`src/rtl/ps2_pkg.sv`:
```
// PS/2 set-2 scancode constants, control-byte list and the
// fetch/parse FSM state encoding shared by the scan sequencer.
package ps2_pkg;

  localparam logic [7:0] SC_PREFIX_EXT = 8'hE0;
  localparam logic [7:0] SC_PREFIX_BRK = 8'hF0;
  localparam logic [7:0] SC_LSHIFT     = 8'h12;
  localparam logic [7:0] SC_RSHIFT     = 8'h59;
  localparam logic [7:0] SC_CTRL       = 8'h14;
  localparam logic [7:0] SC_CAPS       = 8'h58;

  localparam int N_CTRL = 6;
  localparam logic [7:0] CTRL_BYTES [N_CTRL] = '{
    8'hAA, 8'hFA, 8'hEE, 8'hFE, 8'h00, 8'hFF
  };

  typedef enum logic [2:0] {
    ST_IDLE,
    ST_PRE_E0,
    ST_PRE_F0,
    ST_PRE_E0F0,
    ST_WAIT
  } state_t;

  function automatic logic is_ctrl_byte(input logic [7:0] b);
    logic hit;
    hit = 1'b0;
    for (int i = 0; i < N_CTRL; i++) begin
      if (b == CTRL_BYTES[i]) hit = 1'b1;
    end
    return hit;
  endfunction

endpackage

```
`src/rtl/ps2_scan_sequencer_mod_tracker.sv`:
```
// Modifier/caps state and typematic repeat suppression driven by
// candidate key events from the scan sequencer.
module ps2_mod_tracker
  import ps2_pkg::*;
#(
  parameter bit SUPPRESS_REPEAT = 1'b1
) (
  input  logic       clk,
  input  logic       rst,
  input  logic       cand,
  input  logic [7:0] code,
  input  logic       ext,
  input  logic       brk,
  output logic       suppress,
  output logic       mod_shift,
  output logic       mod_ctrl,
  output logic       caps_lock,
  output logic [7:0] drop_cnt
);

  logic [7:0] held_code;
  logic       held_ext;
  logic       held_v;
  logic       lshift, rshift;
  logic       lctrl, rctrl;
  logic       take;
  logic       held_hit;

  always_comb begin
    held_hit = held_v && (held_code == code) && (held_ext == ext);
    suppress = SUPPRESS_REPEAT && cand && !brk && held_hit;
    take     = cand && !suppress;
  end

  assign mod_shift = lshift | rshift;
  assign mod_ctrl  = lctrl | rctrl;

  always_ff @(posedge clk) begin
    if (rst) begin
      held_code <= 8'h00;
      held_ext  <= 1'b0;
      held_v    <= 1'b0;
      lshift    <= 1'b0;
      rshift    <= 1'b0;
      lctrl     <= 1'b0;
      rctrl     <= 1'b0;
      caps_lock <= 1'b0;
      drop_cnt  <= 8'h00;
    end else begin
      if (suppress && drop_cnt != 8'hFF)
        drop_cnt <= drop_cnt + 8'd1;
      if (take) begin
        if (!ext && code == SC_LSHIFT) lshift <= !brk;
        if (!ext && code == SC_RSHIFT) rshift <= !brk;
        if (code == SC_CTRL) begin
          if (ext) rctrl <= !brk;
          else     lctrl <= !brk;
        end
        if (!brk && !ext && code == SC_CAPS)
          caps_lock <= !caps_lock;
        // Only the most recent make is tracked as the repeat candidate.
        if (!brk) begin
          held_v    <= 1'b1;
          held_code <= code;
          held_ext  <= ext;
        end else if (held_hit) begin
          held_v <= 1'b0;
        end
      end
    end
  end

endmodule

```
`src/rtl/ps2_scan_sequencer.sv`:
```
// Drains the PS/2 receiver FIFO, parses E0/F0 prefixed set-2 scancodes
// and presents one key event per valid/ack handshake.
module ps2_scan_sequencer
  import ps2_pkg::*;
#(
  parameter int TIMEOUT_CYCLES  = 2_000_000,
  parameter int TO_W            = 21,
  parameter bit SUPPRESS_REPEAT = 1'b1
) (
  input  logic       clk,
  input  logic       rst,
  input  logic       rx_ready,
  input  logic [7:0] rx_data,
  output logic       rx_nextdata_n,
  output logic       ev_valid,
  input  logic       ev_ack,
  output logic [7:0] ev_code,
  output logic       ev_ext,
  output logic       ev_break,
  output logic       mod_shift,
  output logic       mod_ctrl,
  output logic       caps_lock,
  output logic       err_timeout,
  output logic [7:0] drop_cnt
);

  state_t          state, state_n;
  state_t          ret, ret_n;
  logic [TO_W-1:0] to_cnt;
  logic            parse, to_active, to_hit, pop;
  logic            emit, emit_ext, emit_brk;
  logic            cand, suppress, fire;

  function automatic logic is_pre(input state_t s);
    return s inside {ST_PRE_E0, ST_PRE_F0, ST_PRE_E0F0};
  endfunction

  always_comb begin
    parse     = is_pre(state) || state == ST_IDLE;
    to_active = is_pre(state) || (state == ST_WAIT && is_pre(ret));
    to_hit    = to_active &&
                (to_cnt == TO_W'(TIMEOUT_CYCLES - 1));
    // Registered ev_valid gates the pop, so a pending event blocks fetch.
    pop       = parse && rx_ready && !ev_valid && !to_hit;
  end

  assign rx_nextdata_n = !pop;

  always_comb begin
    ret_n    = ST_IDLE;
    emit     = 1'b0;
    emit_ext = 1'b0;
    emit_brk = 1'b0;
    if (!is_ctrl_byte(rx_data)) begin
      unique case (state)
        ST_IDLE: begin
          if (rx_data == SC_PREFIX_EXT)      ret_n = ST_PRE_E0;
          else if (rx_data == SC_PREFIX_BRK) ret_n = ST_PRE_F0;
          else                               emit  = 1'b1;
        end
        ST_PRE_E0: begin
          if (rx_data == SC_PREFIX_BRK)      ret_n = ST_PRE_E0F0;
          else if (rx_data == SC_PREFIX_EXT) ret_n = ST_PRE_E0;
          else begin
            emit     = 1'b1;
            emit_ext = 1'b1;
          end
        end
        ST_PRE_F0: begin
          emit     = 1'b1;
          emit_brk = 1'b1;
        end
        ST_PRE_E0F0: begin
          emit     = 1'b1;
          emit_ext = 1'b1;
          emit_brk = 1'b1;
        end
        default: ;
      endcase
    end
    cand = pop && emit;
    fire = cand && !suppress;
  end

  always_comb begin
    state_n = state;
    if (to_hit)                state_n = ST_IDLE;
    else if (pop)              state_n = ST_WAIT;
    else if (state == ST_WAIT) state_n = ret;
  end

  always_ff @(posedge clk) begin
    if (rst) state <= ST_IDLE;
    else     state <= state_n;
  end

  always_ff @(posedge clk) begin
    if (rst) begin
      ret    <= ST_IDLE;
      to_cnt <= '0;
    end else begin
      if (pop) ret <= ret_n;
      if (pop && is_pre(ret_n)) to_cnt <= '0;
      else if (to_active)       to_cnt <= to_cnt + 1'b1;
    end
  end

  always_ff @(posedge clk) begin
    if (rst) begin
      ev_valid    <= 1'b0;
      ev_code     <= 8'h00;
      ev_ext      <= 1'b0;
      ev_break    <= 1'b0;
      err_timeout <= 1'b0;
    end else begin
      if (fire) begin
        ev_valid <= 1'b1;
        ev_code  <= rx_data;
        ev_ext   <= emit_ext;
        ev_break <= emit_brk;
      end else if (ev_valid && ev_ack) begin
        ev_valid <= 1'b0;
      end
      if (to_hit) err_timeout <= 1'b1;
    end
  end

  ps2_mod_tracker #(
    .SUPPRESS_REPEAT(SUPPRESS_REPEAT)
  ) u_mod (
    .clk      (clk),
    .rst      (rst),
    .cand     (cand),
    .code     (rx_data),
    .ext      (emit_ext),
    .brk      (emit_brk),
    .suppress (suppress),
    .mod_shift(mod_shift),
    .mod_ctrl (mod_ctrl),
    .caps_lock(caps_lock),
    .drop_cnt (drop_cnt)
  );

endmodule

```
`config.mk`:
```
export PLATFORM = sky130hd
export DESIGN_NAME = ps2_scan_sequencer
export DESIGN_NICKNAME = d
export VERILOG_FILES = /design/src/rtl/ps2_pkg.sv /design/src/rtl/ps2_scan_sequencer_mod_tracker.sv /design/src/rtl/ps2_scan_sequencer.sv
export SDC_FILE = /design/constraint.sdc
export NUM_CORES = 1
export LEC_CHECK = 0
export CAP_MARGIN = 20
export CORE_UTILIZATION = 50
export CTS_BUF_LIST = sky130_fd_sc_hd__clkbuf_16
export CTS_CLUSTER_DIAMETER = 80
export DETAILED_ROUTE_END_ITERATION = 8
export HOLD_SLACK_MARGIN = 0.15
export PLACE_DENSITY = 0.69
export SLEW_MARGIN = 20
export SYNTH_ARGS = -nofsm -noshare
export SYNTH_HDL_FRONTEND = slang
export SYNTH_HIERARCHICAL = 1
export SYNTH_SLANG_ARGS = --single-unit
export TNS_END_PERCENT = 5
```
`constraint.sdc`:
```
create_clock -name clk -period 5.1 [get_ports clk]
set_clock_uncertainty 0.1 [all_clocks]
set_input_delay 1.02 -clock clk [delete_from_list [all_inputs] [get_ports clk]]
set_output_delay 1.02 -clock clk [all_outputs]
set_load 0.01 [all_outputs]
```
# == Yosys cells after proc, flatten, opt, wreduce, memory -nomap -nowiden ==
# Index checks and enable logic that the tools add are counted.
# op_classes
n_addsub,2
eq_ne,26
muxes,28
n_bitwise,4
reduce_logical,45
# ops
operator,count
$eq A8 B8 Y1 const B,7
$add A21 B1 Y21 const B,1
$eq A21 B21 Y1 const B,1
$mux W1,19
$eq A3 B2 Y1 const B,6
$logic_and A1 B1 Y1,18
$eq A8 B5 Y1 const B,2
$eq A8 B7 Y1 const B,2
$reduce_and A2 Y1,5
$eq A3 B1 Y1 const B,3
$reduce_bool A3 Y1,3
$add A8 B1 Y8 const B,1
$eq A8 B8 Y1,1
$logic_not A8 Y1,1
$mux W2,4
$ne A8 B8 Y1 const B,1
$logic_not A1 Y1,7
$mux W3,2
$reduce_and A3 Y1,2
$reduce_or A2 Y1,3
$pmux W2 S2,1
$reduce_bool A2 Y1,2
$eq A3 B3 Y1 const B,1
$logic_not A3 Y1,1
8 further kinds,11
# word_totals
reg_bits,62
inputBits,12
output_inout_bits,24
elab_cells,123

# == Longest topological paths before layout ==
# Gate-level depths: netlist of the first run.
# depth
depth_word,14
ltp_mapped,12
ltp_nobuf,10

# == Cells and area by module ==
# The synthesis of the first run kept the hierarchy.
# by_module_without_submodules
module,n_inst,cells_each,area_per_inst_um2,seq_area_each_um2
ps2_scan_sequencer,1,211,1855.5,760.7
ps2_mod_tracker,1,140,1173.6,460.4

# == Worst setup path before layout of the first run ==
# OpenSTA, ideal clock, no wires.
# synth_timing
path_kind,input port to flip-flop
from,input rx_data[5]
to,register ev_break
arrival_time_ns,3.735
required_ns,4.879
setup_slack_ns,1.144
stages,11
path_buffers,1
cell_sequence,and4_1 > a21o_1 > a31oi_1 > nor3b_1 > xnor2_1 > nand4_1 > nor4_1 > nor3_1 > and3b_1 > buf_6 > mux2_4
# synth_via
elab_chain_len,13
# synth_rtl
element,line,text
"start, declared",ps2_scan_sequencer.sv:13,"input logic [7:0] rx_data,"
$eq A8 B8 Y1,ps2_pkg.sv:29,if (b == CTRL_BYTES[i]) hit = 1'b1;
$mux W1 (6 in series),ps2_pkg.sv:29,
$mux W1 *,ps2_scan_sequencer.sv:54,if (!is_ctrl_byte(rx_data)) begin
named net emit_ext,ps2_scan_sequencer.sv:31,"logic emit, emit_ext, emit_brk;"
$eq A1 B1 Y1 *,ps2_scan_sequencer_mod_tracker.sv:30,held_hit = held_v && (held_code == code) && (held_ext == ext);
$logic_and A1 B1 Y1 *,ps2_scan_sequencer_mod_tracker.sv:30,
$logic_and A1 B1 Y1 *,ps2_scan_sequencer_mod_tracker.sv:31,suppress = SUPPRESS_REPEAT && cand && !brk && held_hit;
named net suppress,ps2_scan_sequencer.sv:32,"logic cand, suppress, fire;"
$logic_not A1 Y1 *,ps2_scan_sequencer.sv:82,fire = cand && !suppress;
$logic_and A1 B1 Y1 *,ps2_scan_sequencer.sv:82,
"end signal, assigned",ps2_scan_sequencer.sv:120,ev_break <= emit_brk;
"end, declared",ps2_scan_sequencer.sv:19,"output logic ev_break,"
# The timed path passes the listed nets; every way through them passes the cells marked *.
# A chain may end at the register's enable or synchronous reset.

# == Worst setup path after layout of the first run ==
# Ends and elaborated chain as after synthesis.

==> results of run 1 <==
## metrics by stage
step                      power [mW]  instances  worst slack (ns)
after global placement        0.6044        448            0.6397
after CTS                      1.134        463            0.8262
final                          1.124        463            0.8179
after floorplan               0.5655        351             1.144
after detailed placement      0.6055        448            0.5099
after global routing           1.165        463            0.5219
## cell usage in the layout (no fill, tap or decap), types with 10 or more instances in the layout
cell / n
mux2i_1: 17
xnor2_1: 11
clkdlybuf4s50_1: 35
nor2_1: 38
dfxtp_1: 61
xor2_1: 17
o21ai_0: 10
nand2_1: 41
a21oi_1: 18
## power by group through the flow
stage / Combinational (mW) / Sequential (mW) / Clock [mW]
6_report: 0.0988 / 0.497 / 0.528
5_1_grt: 0.109 / 0.498 / 0.559
4_1_cts: 0.0994 / 0.497 / 0.538
3_5_place_dp: 0.0989 / 0.507 / 0
3_3_place_gp: 0.0980 / 0.506 / 0
2_1_floorplan: 0.0587 / 0.507 / 0
## path summary, 6_finish.rpt
path | end | slack [ns]
setup / recovery | ev_break$_SDFFE_PP0P_ | 0.82
hold / removal | ev_code[0]$_SDFFE_PP0P_ | 0.36
setup reg to reg | ev_break$_SDFFE_PP0P_ | 1.74
hold reg to reg | ev_code[0]$_SDFFE_PP0P_ | 0.36
## cell type report
class / instances / area share, %
tap: 72 / 2.436
sequential: 61 / 33.02
clock buffer: 9 / 6.089
clock inverter: 6 / 0.8457
timing repair buffer: 41 / 10.69
multi-input combinational: 266 / 46.11
inverter: 8 / 0.8119
## layer usage
layer	share of wire (%)	track usage, %
met3	3.7	4.457
met4	1.8	11.43
met2	45	34.02
met5	0	0
met1	50	31.53
## cells by family (layout without fill, tap and decap cells)
| kind of cell | count (synthesis) | count (layout) | synth area share, % |
|---|---|---|---|
| mux | 20 | 20 | 6.856 |
| fa+ha+maj | 2 | 2 | 0.8260 |
| buf+inv | 24 | 64 | 3.387 |
| compound gates | 55 | 55 | 11.98 |
| flops | 61 | 61 | 40.31 |
| simple gates | 161 | 161 | 28.54 |
| xor+xnor | 28 | 28 | 8.096 |
## flip-flops by register name, indices dropped and copies added, names as in the netlist, 2 cells and up
signal	count
to_cnt	21
state	3
ev_code	8
ret	2
u_mod/held_code	8
u_mod/drop_cnt	8
## worst max-delay path, stage by stage
cell	delay, ns
clkdlybuf4s50_1	0.56
and4_1	0.30
a21o_1	0.15
a31oi_1	0.34
nor3b_1	0.25
buf_4	0.18
xnor2_1	0.11
nand4_1	0.14
nor4_1	0.47
nor3_1	0.14
and3b_1	0.36
mux2_4	0.36
==> flow_metrics.env, run 1 <==
export IMPL_status="finished, final reports clean"
export IMPL_path_max_fanout=9
export IMPL_timing_final_setup_violations=0
export IMPL_crit_start="rx_data[5]"
export IMPL_drive_gt1_share_pct=7.928
export IMPL_ys_top_cells_by_count="dfxtp_1, nand2_1, nor2_1"
export IMPL_layout_min_cycle_time_ns=4.282
export IMPL_drcViolationCount=0
export IMPL_slew_violations=0
export IMPL_drt_pass1_iterations=5
export IMPL_yosysMostFrequentCell="dfxtp_1"
export IMPL_syn_nets=365
export IMPL_die_area_um2=6374
export IMPL_hold_violations=0
export IMPL_wirelength_um=6718
export IMPL_timing_rr_start="state[1]$_SDFFE_PP0P_"
export IMPL_cp_arrival_ns=4.39
export IMPL_comb_power_share_pct=8.8
export IMPL_ff2ff_path_depth=11
export IMPL_grt_pass1_wl_um=11350
export IMPL_path_clk_slew_ns=0.05
export IMPL_yosysWarnings=6
export IMPL_grt_setup_unrepaired="no"
export IMPL_regArea_um2=1221
export IMPL_fmax_ghz=0.2335
export IMPL_die_x_um=79.84
export IMPL_drtAntennaViolNets=0
export IMPL_cts_sinks=61
export IMPL_post_cts_resize_count=0
export IMPL_tritoncts="done"
export IMPL_ctsHtreeMaxLevel=3
export IMPL_critical_path_class="in -> reg"
export IMPL_async_flop_share_pct=0
export IMPL_drtIter0Drc=173
export IMPL_synth_edff_count=0
export IMPL_synthFlopType="dfxtp_1"
export IMPL_finalWeightedCongestion=0.8126
export IMPL_grt_usage_pct=22.94
export IMPL_multi_input_comb_area_um2=1705
export IMPL_p_per_area_nw_per_um2=303.8
export IMPL_antenna_found_initial=0
export IMPL_hold_worst_slack_ns=0.3583
export IMPL_holdCritStartpoint="ev_code[0]$_SDFFE_PP0P_"
export IMPL_wl_per_cell_um=14.51
export IMPL_pin_count=36
export IMPL_nets=401
export IMPL_yosys_area_top_type_share_pct=40.31
export IMPL_cts_made_buffers=9
export IMPL_ys_seq_area_share_pct=40.31
export IMPL_final_util_pct=65.17
export IMPL_antennaDiodeCount=0
export IMPL_grt_pass1_vias=2433
export IMPL_internal_power_mw=0.8527
export IMPL_start_kind="input port"
export IMPL_hold_buffers=0
export IMPL_yosys_top_cells_area="dfxtp_1, mux2i_1, nand2_1, xor2_1, nor2_1"
export IMPL_holdPathStages=2
export IMPL_area_delta_synth_final_pct=22.10
export IMPL_synth_largest_area_cell="dfxtp_1"
export IMPL_syn_avg_cell_area_um2=8.630
export IMPL_core_um2=5675
export IMPL_postLayoutCellArea_um2=3699
export IMPL_syn_inst=351
export IMPL_n_fill_cell=500
export IMPL_viasPerCell=5.683
export IMPL_required_ns=5.21
export IMPL_dp_hpwl_um=4545
export IMPL_synthDistinctLibCells=52
export IMPL_swShare_pct=24.10
export IMPL_p_seq_share_pct=44.2
export IMPL_clock_path_buffers=2
export IMPL_synth_area_um2=3029
export IMPL_p_leak_nw=1.327
export IMPL_ys_ff_latch=61
export IMPL_p_clk_share_pct=47.0
export IMPL_vias=2631
export IMPL_clk_latency_ns=0.32
export IMPL_die_h_um=79.84
export IMPL_placedInstanceArea_um2=3442
export IMPL_hold_class="reg -> reg"
export IMPL_grt_max_degree=36
export IMPL_io_buffer_count=35
export IMPL_clockRootBuffer="clkbuf_16"
export IMPL_ir_drop_mv=0.1762
export IMPL_finalCritPeriodShare_pct=83.96
export IMPL_p_sw_mw=0.2708
export IMPL_cts_setup_buffers=0
export IMPL_initial_core_util_pct=53.37
export IMPL_final_setup_tns_ns=0
export IMPL_maxCapViolCount=0
export IMPL_maxSlewHeadroom_pct=30.10
export IMPL_worstMarginPinSlew_ns=1.041
export IMPL_rows=27
export IMPL_grt_ovfl_total=0
export IMPL_crit_path_end_kind="flop"
Power figures use the tool's default switching activity.
==> run 2, diff against run 1 <==
==> constraint.sdc (replaced) <==
create_clock -name clk -period 4.1 [get_ports clk]
set_clock_uncertainty 0.1 [all_clocks]
set_input_delay 0.82 -clock clk [delete_from_list [all_inputs] [get_ports clk]]
set_output_delay 0.82 -clock clk [all_outputs]
set_load 0.01 [all_outputs]
==> run 2 against run 1 <==
Net effect: register-to-register slack lost 0.69 ns; clock power is 59% higher; cell count grew 3.7%; sequential power rose by 24%; critical endpoint is now u_mod/drop_cnt[5]$_SDFFE_PP0P_; largest cell class unchanged; highest routed layer unchanged.
==> flow_metrics.env, run 2 (synthesis results as in run 1) <==
export IMPL_start_kind="input port"
export IMPL_wirelength_um=6907
export IMPL_final_setup_tns_ns=0
export IMPL_drcViolationCount=0
export IMPL_holdCritStartpoint="ev_code[6]$_SDFFE_PP0P_"
export IMPL_path_max_fanout=13
export IMPL_cts_made_buffers=9
export IMPL_wl_per_cell_um=14.39
export IMPL_n_fill_cell=459
export IMPL_tritoncts="done"
export IMPL_worst_path_most_repeated_cell="nor4_1"
export IMPL_cp_arrival_ns=3.94
export IMPL_drive_gt1_share_pct=11.27
export IMPL_ff2ff_path_depth=8
export IMPL_placedInstanceArea_um2=3562
export IMPL_path_clk_slew_ns=0.05
export IMPL_grt_usage_pct=23.42
export IMPL_dp_hpwl_um=4702
export IMPL_antenna_found_initial=0
export IMPL_layout_min_cycle_time_ns=3.826
export IMPL_clk_latency_ns=0.32
export IMPL_slew_violations=0
export IMPL_pin_count=36
export IMPL_die_x_um=79.84
export IMPL_crit_chain="clkdlybuf4s50_1, nor4_1, a21o_1, a31oi_1, nor3b_1, xnor2_1, nand4_1, or3_1, nor4_1, mux2_2"
export IMPL_io_buffer_count=35
export IMPL_maxCapViolCount=0
export IMPL_r2r_slack_ns=1.05
export IMPL_ir_drop_mv=0.2709
export IMPL_holdPathStages=2
export IMPL_viasPerCell=5.600
export IMPL_crit_path_end_kind="flop"
export IMPL_reg2reg_to="u_mod/drop_cnt[5]$_SDFFE_PP0P_"
export IMPL_nets=417
export IMPL_required_ns=4.21
export IMPL_grt_max_degree=36
export IMPL_regMostFlops="to_cnt"
export IMPL_vias=2688
export IMPL_antennaDiodeCount=0
export IMPL_finalWeightedCongestion=0.8513
export IMPL_slowest_delay_ns=0.61
export IMPL_drtAntennaViolNets=0
export IMPL_most_common_layout_cells="dfxtp_1, nand2_1, nor2_1, clkdlybuf4s50_1, buf_4"
export IMPL_drtIter0Drc=132
export IMPL_post_cts_resize_count=0
export IMPL_fmax_ghz=0.2614
export IMPL_status="finished, final reports clean"
export IMPL_cts_setup_buffers=0
export IMPL_postLayoutCellArea_um2=3892
export IMPL_ctsHtreeMaxLevel=3
export IMPL_die_h_um=79.84
export IMPL_p_leak_nw=1.437
export IMPL_hold_class="reg -> reg"
export IMPL_cp_slowest_cell="clkdlybuf4s50_1"
export IMPL_finalCritPeriodShare_pct=93.31
export IMPL_largest_register_ffs=21
export IMPL_grt_pass1_wl_um=11510
export IMPL_hold_path_end="ev_code[6]$_SDFFE_PP0P_"
export IMPL_grt_setup_unrepaired="no"
export IMPL_clockRootBuffer="clkbuf_16"
export IMPL_timing_final_setup_violations=0
export IMPL_timing_rr_start="state[2]$_SDFFE_PP0P_"
export IMPL_clock_path_buffers=2
export IMPL_worstMarginPinSlew_ns=1.030
export IMPL_area_delta_synth_final_pct=28.50
export IMPL_core_um2=5675
export IMPL_cts_sinks=61
export IMPL_grt_pass1_vias=2452
export IMPL_die_area_um2=6374
export IMPL_maxSlewHeadroom_pct=30.77
export IMPL_final_common_cell="dfxtp_1"
export IMPL_critical_path_class="in -> reg"
export IMPL_drt_pass1_iterations=4
export IMPL_rows=27
export IMPL_hold_violations=0
export IMPL_hold_buffers=0
export IMPL_initial_core_util_pct=53.37
export IMPL_p_per_area_nw_per_um2=410.6
export IMPL_grt_ovfl_total=0
==> run 2: worst max-delay path, delay by kind of cell <==
kind | cells | cell delay, ns
xor gates and xnor gates | 1 | 0.16
buffers and inverters | 1 | 0.61
muxes | 1 | 0.37
AOI/OAI and AO/OA | 2 | 0.42
and+or+nand+nor | 5 | 1.56
==> run 2: final cells by class <==
cell class                 instances  area, um2  area share [%]
timing repair buffer              57      515.5           13.24
clock inverter                     7      105.1           2.700
tap                               72      90.09           2.314
multi-input combinational        266       1705           43.81
inverter                           8      30.03          0.7715
clock buffer                       9      225.2           5.786
sequential                        61       1221           31.37
==> run 2: metal layers <==
layer / vias up / track usage, % / routed length [um]
met2: 46 / 35.47 / 3114
met1: 1278 / 31.29 / 3432
met5: - / 0 / 0
li1: 1356 / - / -
met3: 8 / 6.057 / 267
met4: 0 / 10.00 / 93
==> run 2: worst max path at each step <==
stage | end | cells after the start | startpoint
final | u_mod/drop_cnt[5]$_SDFFE_PP0P_ | 10 | rx_data[0]
after global routing | u_mod/drop_cnt[5]$_SDFFE_PP0P_ | 10 | rx_data[0]
after CTS | u_mod/drop_cnt[5]$_SDFFE_PP0P_ | 10 | rx_data[5]
after detailed placement | u_mod/drop_cnt[5]$_SDFFE_PP0P_ | 10 | rx_data[0]
after global placement | u_mod/drop_cnt[5]$_SDFFE_PP0P_ | 9 | rx_data[0]
after floorplan | ev_break$_SDFFE_PP0P_ | 11 | rx_data[5]
==> run 2: per-stage QoR <==
| step | util (%) | cells | worst slack, ns | power (mW) | hold WS (ns) |
|---|---|---|---|---|---|
| after floorplan | - | 351 | 0.3437 | 0.7035 | 0.3434 |
| after global placement | 62.76 | 464 | 0.1711 | 0.7657 | 0.3439 |
| after detailed placement | 62.76 | 464 | 0.03958 | 0.7674 | 0.3536 |
| after CTS | 68.58 | 480 | 0.3189 | 1.612 | 0.3580 |
| after global routing | 68.58 | 480 | 0.1437 | 1.652 | 0.3838 |
| final | 68.58 | 480 | 0.2743 | 1.598 | 0.3549 |
==> run 2: power breakdown <==
part           switching [mW]  leakage (nW)  internal, mW  total (mW)
Combinational          0.0720         0.780        0.0664       0.138
Clock                   0.257         0.163         0.584       0.842
Sequential            0.00990         0.494         0.608       0.618
Total                   0.339          1.44          1.26        1.60
